==> src/rtl/stall_flush_ctrl_6stage.sv <==
// Hazard stall/flush controller for the 6-stage pipeline: load-use, multi-cycle E2 ops, E2 branch redirects.
// Define HAZ_PERF_EN to build the saturating hazard performance counters; otherwise the Perf* ports read 0.
module stall_flush_ctrl_6stage #(
   parameter int unsigned LOAD_USE_CYCLES = 2,
   parameter int unsigned CNT_W           = 2
) (
   input  logic        clk,
   input  logic        rst,
   input  logic        MemReadE1,
   input  logic        MemReadE2,
   input  logic [4:0]  RD_E1,
   input  logic [4:0]  RD_E2,
   input  logic [4:0]  Rs1_D,
   input  logic [4:0]  Rs2_D,
   input  logic        UsesRs1_D,
   input  logic        UsesRs2_D,
   input  logic        BranchTakenE2,
   input  logic        MultiCycleE2,
   input  logic        McDoneE2,
   output logic        McStartE2,
   output logic        StallF,
   output logic        StallD,
   output logic        StallE1,
   output logic        StallE2,
   output logic        FlushD,
   output logic        FlushE1,
   output logic        FlushM,
   output logic [31:0] PerfLdStall,
   output logic [31:0] PerfMcStall,
   output logic [31:0] PerfFlush
);

   typedef enum logic [1:0] {RUN, LD_STALL, MC_WAIT} state_t;

   localparam logic [CNT_W-1:0] LD_RELOAD = CNT_W'(LOAD_USE_CYCLES - 1);

   state_t           state, nxt_state;
   logic [CNT_W-1:0] cnt, nxt_cnt;
   logic             dep_e1, dep_e2;

   assign dep_e1 = MemReadE1 && (RD_E1 != 5'd0) &&
                   ((UsesRs1_D && (RD_E1 == Rs1_D)) || (UsesRs2_D && (RD_E1 == Rs2_D)));
   assign dep_e2 = MemReadE2 && (RD_E2 != 5'd0) &&
                   ((UsesRs1_D && (RD_E2 == Rs1_D)) || (UsesRs2_D && (RD_E2 == Rs2_D)));

   // Mealy outputs; everything is forced low while rst is high.
   always_comb begin
      nxt_state = state;
      nxt_cnt   = cnt;
      McStartE2 = 1'b0;
      StallF    = 1'b0;
      StallD    = 1'b0;
      StallE1   = 1'b0;
      StallE2   = 1'b0;
      FlushD    = 1'b0;
      FlushE1   = 1'b0;
      FlushM    = 1'b0;
      if (!rst) begin
         case (state)
            RUN: begin
               if (BranchTakenE2) begin
                  FlushD  = 1'b1;
                  FlushE1 = 1'b1;
               end else if (MultiCycleE2 && !McDoneE2) begin
                  McStartE2 = 1'b1;
                  StallF    = 1'b1;
                  StallD    = 1'b1;
                  StallE1   = 1'b1;
                  StallE2   = 1'b1;
                  FlushM    = 1'b1;
                  nxt_state = MC_WAIT;
               end else if (dep_e2) begin
                  StallF  = 1'b1;
                  StallD  = 1'b1;
                  FlushE1 = 1'b1;
               end else if (dep_e1) begin
                  StallF  = 1'b1;
                  StallD  = 1'b1;
                  FlushE1 = 1'b1;
                  if (LOAD_USE_CYCLES > 1) begin
                     nxt_cnt   = LD_RELOAD;
                     nxt_state = LD_STALL;
                  end
               end
            end
            LD_STALL: begin
               if (BranchTakenE2) begin
                  FlushD    = 1'b1;
                  FlushE1   = 1'b1;
                  nxt_cnt   = '0;
                  nxt_state = RUN;
               end else begin
                  StallF  = 1'b1;
                  StallD  = 1'b1;
                  FlushE1 = 1'b1;
                  nxt_cnt = cnt - CNT_W'(1);
                  if (cnt <= CNT_W'(1)) nxt_state = RUN;
               end
            end
            MC_WAIT: begin
               if (McDoneE2) begin
                  nxt_state = RUN;
               end else begin
                  StallF  = 1'b1;
                  StallD  = 1'b1;
                  StallE1 = 1'b1;
                  StallE2 = 1'b1;
                  FlushM  = 1'b1;
               end
            end
            default: nxt_state = RUN;
         endcase
      end
   end

   always_ff @(posedge clk or posedge rst) begin
      if (rst) begin
         state <= RUN;
         cnt   <= '0;
      end else begin
         state <= nxt_state;
         cnt   <= nxt_cnt;
      end
   end

`ifdef HAZ_PERF_EN
   // A load-use stall holds F/D but never E2, which separates it from a multi-cycle stall.
   logic ld_act;
   assign ld_act = StallD && !StallE2;

   always_ff @(posedge clk or posedge rst) begin
      if (rst) begin
         PerfLdStall <= '0;
         PerfMcStall <= '0;
         PerfFlush   <= '0;
      end else begin
         if (ld_act && (PerfLdStall != '1)) PerfLdStall <= PerfLdStall + 32'd1;
         if ((state == MC_WAIT) && (PerfMcStall != '1)) PerfMcStall <= PerfMcStall + 32'd1;
         if (FlushD && (PerfFlush != '1)) PerfFlush <= PerfFlush + 32'd1;
      end
   end
`else
   assign PerfLdStall = '0;
   assign PerfMcStall = '0;
   assign PerfFlush   = '0;
`endif

endmodule

==> config.mk <==
export PLATFORM = sky130hd
export DESIGN_NAME = stall_flush_ctrl_6stage
export DESIGN_NICKNAME = d
export VERILOG_FILES = /design/src/rtl/stall_flush_ctrl_6stage.sv
export SDC_FILE = /design/constraint.sdc
export NUM_CORES = 1
export LEC_CHECK = 0
export ABC_CLOCK_PERIOD_IN_PS = 3300
export CAP_MARGIN = 15
export CELL_PAD_IN_SITES_DETAIL_PLACEMENT = 1
export CELL_PAD_IN_SITES_GLOBAL_PLACEMENT = 1
export CORE_ASPECT_RATIO = 0.8
export CORE_UTILIZATION = 21
export CTS_BUF_LIST = sky130_fd_sc_hd__clkbuf_8
export DETAILED_ROUTE_END_ITERATION = 10
export GPL_ROUTABILITY_DRIVEN = 0
export GPL_TIMING_DRIVEN = 1
export PLACE_DENSITY = 0.95
export SETUP_SLACK_MARGIN = 0.1
export SLEW_MARGIN = 20
export SYNTH_ARGS = -nofsm -noshare
export SYNTH_HDL_FRONTEND = slang
export SYNTH_SLANG_ARGS = --single-unit
==> constraint.sdc <==
create_clock -name clk -period 3.3 [get_ports clk]
set_input_delay 0.33 -clock clk [delete_from_list [all_inputs] [get_ports clk]]
set_output_delay 0.33 -clock clk [all_outputs]
set_load 0.01 [all_outputs]
==> flow_metrics.py <==
metrics = {
    "sta": {
        "slew_viol_final": 0,
        "min_period_over_period_pct": 87.0,
        "hold_violations": 0,
        "fin_skew_ns": 0.000541,
        "fin_crit_ns": 2.87,
        "timing.final.setup_violations": 0,
        "fin_ws_ns": 0.430,
        "fin_setup_tns_ns": 0,
        "fmax_mhz": 348,
        "grt_setup_unrepaired": "no",
    },
    "critical_path": {
        "crit_path_frequent_cell": "clkdlybuf4s50_1",
        "cp.arrival_ns": 2.54,
        "crit_type": "in2out",
        "critical-path-slowest-cell": "clkdlybuf4s50_1",
        "critPathTopFamily": "buffers and inverters",
        "worstPathCellList": "clkdlybuf4s50_1, xor2_1, nor4_1, a32oi_1, a2bb2oi_1, o41ai_1, clkdlybuf4s50_1",
        "cp-start-kind": "input pin",
        "worst_ep_required_time_ns": 2.97,
        "endpoint_kind": "output pin",
        "critical_path_buf_inv_count": 2,
        "critPathMaxFanout": 3,
        "cpPeakStageDelay_ns": 0.60,
    },
    "logic_synthesis": {
        "yosysSeqAreaShare_pct": 7.34,
        "synth-xor-area-share_pct": 12.8,
        "ys_types": 36,
        "yosys-top-cells-area": "buf_4, xnor2_1, dfrtp_1",
        "muxShareOfSynthArea_pct": 0,
        "avgSynthCellArea_um2": 7.62,
        "synthAdderAreaFrac_pct": 0.917,
        "yosys.area.top_type": "buf_4",
        "syn_inst": 179,
        "ys_warn_count": 0,
        "synth-simple-area-share_pct": 10.1,
        "synth_top_family_by_area": "buffers and inverters",
        "syn_area_um2": 1360,
        "ys_seq_elements": 4,
        "synth.top_cell.area_share_pct": 54.5,
        "synth_compound_area_share_pct": 12.4,
    },
    "global_routing": {
        "grt_max_degree": 13,
        "grt_first_pass_wirelength_um": 4190,
        "grt_usage_pct": 7.93,
        "grt_overflow_total": 0,
        "grt_pass1_vias": 872,
        "antenna_found_initial": 0,
    },
    "finish": {
        "instances_no_fill": 292,
        "antennaDiodeCount": 0,
        "layout_commonest_cell": "conb_1",
        "area_growth_pct": 7.71,
        "layout.nets": 243,
        "multi_input_area_um2": 855,
        "final_area_um2": 1470,
        "nFillCells": 761,
        "layout_common_cells": "conb_1, clkdlybuf4s50_1, xnor2_1, xor2_1, nor2_1",
        "layout-drive-gt1-share_pct": 3.32,
        "ff_latch_area_um2": 100,
    },
    "place": {
        "dpl_cell_area_um2": 1430,
        "dp_hpwl_um": 2700,
        "placed_cells": 289,
        "pre_cts_ws_ns": 0.440,
        "io_buffers": 36,
    },
    "clocking": {
        "cts_resized": 0,
        "cts.sinks": 4,
        "post_cts_buffers": 0,
        "numCtsBuffers": 3,
        "clk_latency_ns": 0.21,
        "cts_hold_buf": 0,
        "cts_buffer_depth": 2,
        "cts_tree": "built",
        "cts_root_buffer": "clkbuf_8",
        "clk_pin_slew_worst_paths_ns": 0.03,
        "htree_num_levels": 1,
    },
    "die": {
        "dieArea_um2": 6820,
        "fp.dieH_um": 74.1,
        "core-area_um2": 6100,
        "io_pins": 133,
        "start_util_pct": 22.4,
        "rows": 25,
        "die_w_um": 92.1,
    },
    "power_and_ir_drop": {
        "power.density_nw_per_um2": 226,
        "ir_drop_uv": 65.8,
        "leakagePower_nw": 0.698,
    },
    "route": {
        "ant_nets": 0,
        "drtIter0Drc": 17,
        "drt-wirelength-per-cell_um": 10.3,
        "routed_via_density": 3.32,
        "via_count": 969,
        "drc": 0,
        "routed_wl_um": 3000,
        "drt-pass1-iter-count": 2,
    },
    "run": {
        "maxCapViolCount": 0,
    },
    "hold_path": {
        "worstHoldPathType": "reg2reg",
    },
    "outcome": {
        "status": "finished, final reports clean",
    },
}
[through the flow]
step | utilization, % | hold WS [ns] | total power, W
finish | 24.1 | 0.519 | 0.000332
global route | 24.1 | 0.535 | 0.000357
CTS | 24.1 | 0.520 | 0.000332
detailed placement | 23.4 | 0.514 | 0.000228
global placement | 23.4 | 0.494 | 0.000222
floorplan | - | 0.297 | 0.000248
[registers in the layout (all words and copies together), names as in the netlist]
register	flops
state	2
cnt	2
[cells in the mapped netlist]
cell       number
or4_1           2
conb_1          1
o21bai_1        1
nand3_1         1
nand2_1         2
a21oi_1         5
dfrtp_1         4
a211oi_1        1
clkbuf_1        3
or3_1           1
o22a_1          1
nor3b_1         2
xor2_1          8
a32oi_1         1
o211ai_2        1
a2bb2oi_1       1
a31o_2          1
o41ai_1         1
nor4_1          3
nor2b_1         1
o22ai_1         2
xnor2_1        12
nor2_1          7
o21a_1          1
o21ai_2         1
nand4_1         2
a41o_1          1
buf_4          99
a31oi_1         1
o21ai_0         3
inv_1           3
ha_1            1
o31ai_2         1
and2_1          1
and3b_1         1
nor3_1          2
[metal layers]
metal	up-vias	GRT usage (%)	part of all wire (%)
li1	467	-	-
met1	440	7.84	34
met2	50	15.9	58
met3	12	0.920	4.9
met4	0	5.38	3.8
met5	-	0	0
[cell type report]
cell class / instances / share of cell area [%]
Clock buffer: 3 / 2.81
Inverter: 3 / 0.767
Multi-Input combinational cell: 165 / 58.2
Sequential cell: 4 / 6.81
Tap cell: 81 / 6.90
Timing Repair Buffer: 36 / 24.5
[report_power, final]
group	switching, W	internal (W)
Combinational	0.000103	0.0000683
Sequential	0.00000679	0.0000528
Clock	0.0000232	0.0000775
Total	0.000133	0.000199
[worst register-to-register path, cell delays in order, from the launching register on]
cell	delay, ns
dfrtp_1	0.42
ha_1	0.21
or3_1	0.33
a21oi_1	0.17
nor3b_1	0.09
o22a_1	0.22
[path summary, 6_finish.rpt]
check,slack [ns],end,startpoint,cells after the start
worst max-delay path,0.43,FlushE1,RD_E2[1],7
worst max register to register,1.75,state[1],cnt[0],5
worst min register to register,0.52,cnt[1],cnt[1],1
max in group asynchronous,2.59,state[0],rst,2
min in group asynchronous,0.54,cnt[1],rst,2
worst min-delay path,0.52,cnt[1],cnt[1],1
[logic make-up (layout without fill, tap and decap cells)]
logic type,Yosys count,in the layout
other cells,1,96
fa+ha+maj,1,1
buf+inv,105,42
xor+xnor,20,20
flops,4,4
simple gates,25,25
compound gates,23,23
No activity file was read; power rests on OpenSTA's default activity.
==> variant, RTL diff (same flow settings) <==
Change the parameter `CNT_W` from 2 to 3.
--- a/src/rtl/stall_flush_ctrl_6stage.sv
+++ b/src/rtl/stall_flush_ctrl_6stage.sv
@@ -2,7 +2,7 @@
 // Define HAZ_PERF_EN to build the saturating hazard performance counters; otherwise the Perf* ports read 0.
 module stall_flush_ctrl_6stage #(
    parameter int unsigned LOAD_USE_CYCLES = 2,
-   parameter int unsigned CNT_W           = 2
+   parameter int unsigned CNT_W           = 3
 ) (
    input  logic        clk,
    input  logic        rst,
Behaviour: same outputs for any inputs over 10 cycles, from zero or initial values and one cycle with rst high; that may be too few to reach the edited logic, so the function may still have changed.
==> variant against the unedited design <==
Sequential power up 36%; cell count up 5.8%; synthesized area up 6.2%; worst setup slack worse by 0.12 ns; power up 19%; synthesized cell count up 7.3%; largest cell class unchanged; cell area up 6.3%; non-clock buffer count unchanged; routed wire length up 4.9%; sequential cell count up 1; core utilization down 0.20 points; clock skew up 0.00098 ns.
==> variant: results (changes against the unedited design) <==
[run_status]
status=completed

[worst_hold_path]
worst_hold_path_type=flop to flop

[final_layout]
registers_with_the_highest_flip_flop_counts=cnt x3, state x2
layout-drive-gt1-share_pct=3.56  ; +0.24 points
nets=257  ; +5.8%

[yosys]
yosysSeqAreaShare_pct=8.64  ; +1.3 points
yosys_warnings=0  ; unchanged
synthesis.area_per_instance_um2=7.55  ; -0.95%
synth_common_cells=99 x sky130_fd_sc_hd__buf_4, 12 x sky130_fd_sc_hd__xnor2_1, 11 x sky130_fd_sc_hd__nor2_1
async_reset_ff_share_pct=100  ; unchanged
synth_cell_type_count=32  ; -11%
ys_top_cells_by_area=sky130_fd_sc_hd__buf_4 51%, sky130_fd_sc_hd__dfrtp_1 8.6%, sky130_fd_sc_hd__xnor2_1 7.3%, sky130_fd_sc_hd__xor2_1 4.8%, sky130_fd_sc_hd__nor2_1 2.8%

[cts]
postCtsSetupRepairBufs=0  ; unchanged
cts-buffers-inserted=3  ; unchanged
cts.path.max_buffers=2  ; unchanged
cts-resized-gates=0  ; unchanged

[global_route]
grt_pass1_vias=975  ; +12%
grtUsageMet1_pct=7.96  ; +0.13 points
globalRouteMet3Util_pct=2.59  ; +1.7 points
globalRouteTotalUtil_pct=8.55  ; +0.62 points
grt_use_met2_pct=17.3  ; +1.3 points
largest_net_degree_at_the_start_of_global_routing=12  ; -1
global_route_wire_length_before_repair_mm=4.82  ; +15%

[worst_setup_path]
worst_case_register_to_register_setup_slack_ns=1.71  ; -0.04 ns
critical-path-slowest-cell=sky130_fd_sc_hd__clkdlybuf4s50_1
critical-path-max-stage-delay_ns=0.60  ; about the same
arrival_ns=2.66  ; +0.12 ns

[drt]
drtIter0Drc=37  ; +20
wl_per_cell_um=10.2  ; -0.90%
vias=1030  ; +6.3%
finalWirelength_mm=3.14  ; +4.9%

[timing]
setup_skew_ns=0.00152  ; +0.000978 ns
hold-worst-slack_ns=0.535  ; +0.0159 ns
tightestPinTransition_ns=0.519

[pwr]
clk-power_mw=0.108  ; +7%
pwr.group.sequential_mw=0.0812  ; +36%
power.ir.vdd_worst_uv=105  ; +60%
switching_power_summed_over_all_nets_mw=0.161  ; +21%
static-leakage-power_nw=0.734  ; +5.3%
combinationalPower_mw=0.204  ; +19%

[placed_design]
post-dp-hpwl_mm=2.90  ; +7.5%
port_buffers=36  ; unchanged
dpl.cell_count=305  ; +5.5%

## variant: per-layer routing
| layer | part of all wire [%] | routed length [µm] |
|---|---|---|
| met4 | 2.0 | 63 |
| met3 | 5.0 | 156 |
| met5 | 0 | 0 |
| met2 | 62 | 1930 |
| met1 | 31 | 990 |
## variant: per-stage QoR
stage | instance area, µm² | setup WS, ns | util, %
final | 1560 | 0.307 | 23.9
after global routing | 1560 | 0.183 | 23.9
after CTS | 1560 | 0.303 | 23.9
after detailed placement | 1520 | 0.300 | 23.2
after global placement | 1520 | 0.401 | 23.2
after floorplan | 1810 | 1.28 | -
## variant: final cells by class
class	instances	area [µm²]
fillers	806	4980
clock inverters	1	3.75
repair buffers	36	360
well taps	84	105
multi-input cells	174	902
clock buffers	3	41.3
inverters	6	23.8
flip-flops and latches	5	125
## variant: path summary, 6_finish.rpt
check	from	to	cells past startpoint
setup / recovery	RD_E2[4]	StallD	7
hold / removal	cnt[1]$_DFFE_PP0P_	cnt[1]$_DFFE_PP0P_	2
setup reg to reg	state[0]$_DFFE_PP0P_	cnt[0]$_DFFE_PP0P_	4
hold reg to reg	cnt[1]$_DFFE_PP0P_	cnt[1]$_DFFE_PP0P_	2
max in group asynchronous	rst	state[0]$_DFFE_PP0P_	2
min in group asynchronous	rst	cnt[0]$_DFFE_PP0P_	2
## variant: logic make-up (layout without fill, tap and decap cells)
group                      after synthesis  count (layout)  share of synthesized area [%]
adders and majority gates                2               2                           1.73
xor gates and xnor gates                20              20                           12.1
buffers and inverters                  108              46                           53.7
other                                    1              96                          0.259
AOI/OAI and AO/OA                       24              24                           12.8
and+or+nand+nor                         31              31                           10.1
muxes                                    1               1                          0.691
DFF                                      5               5                           8.64
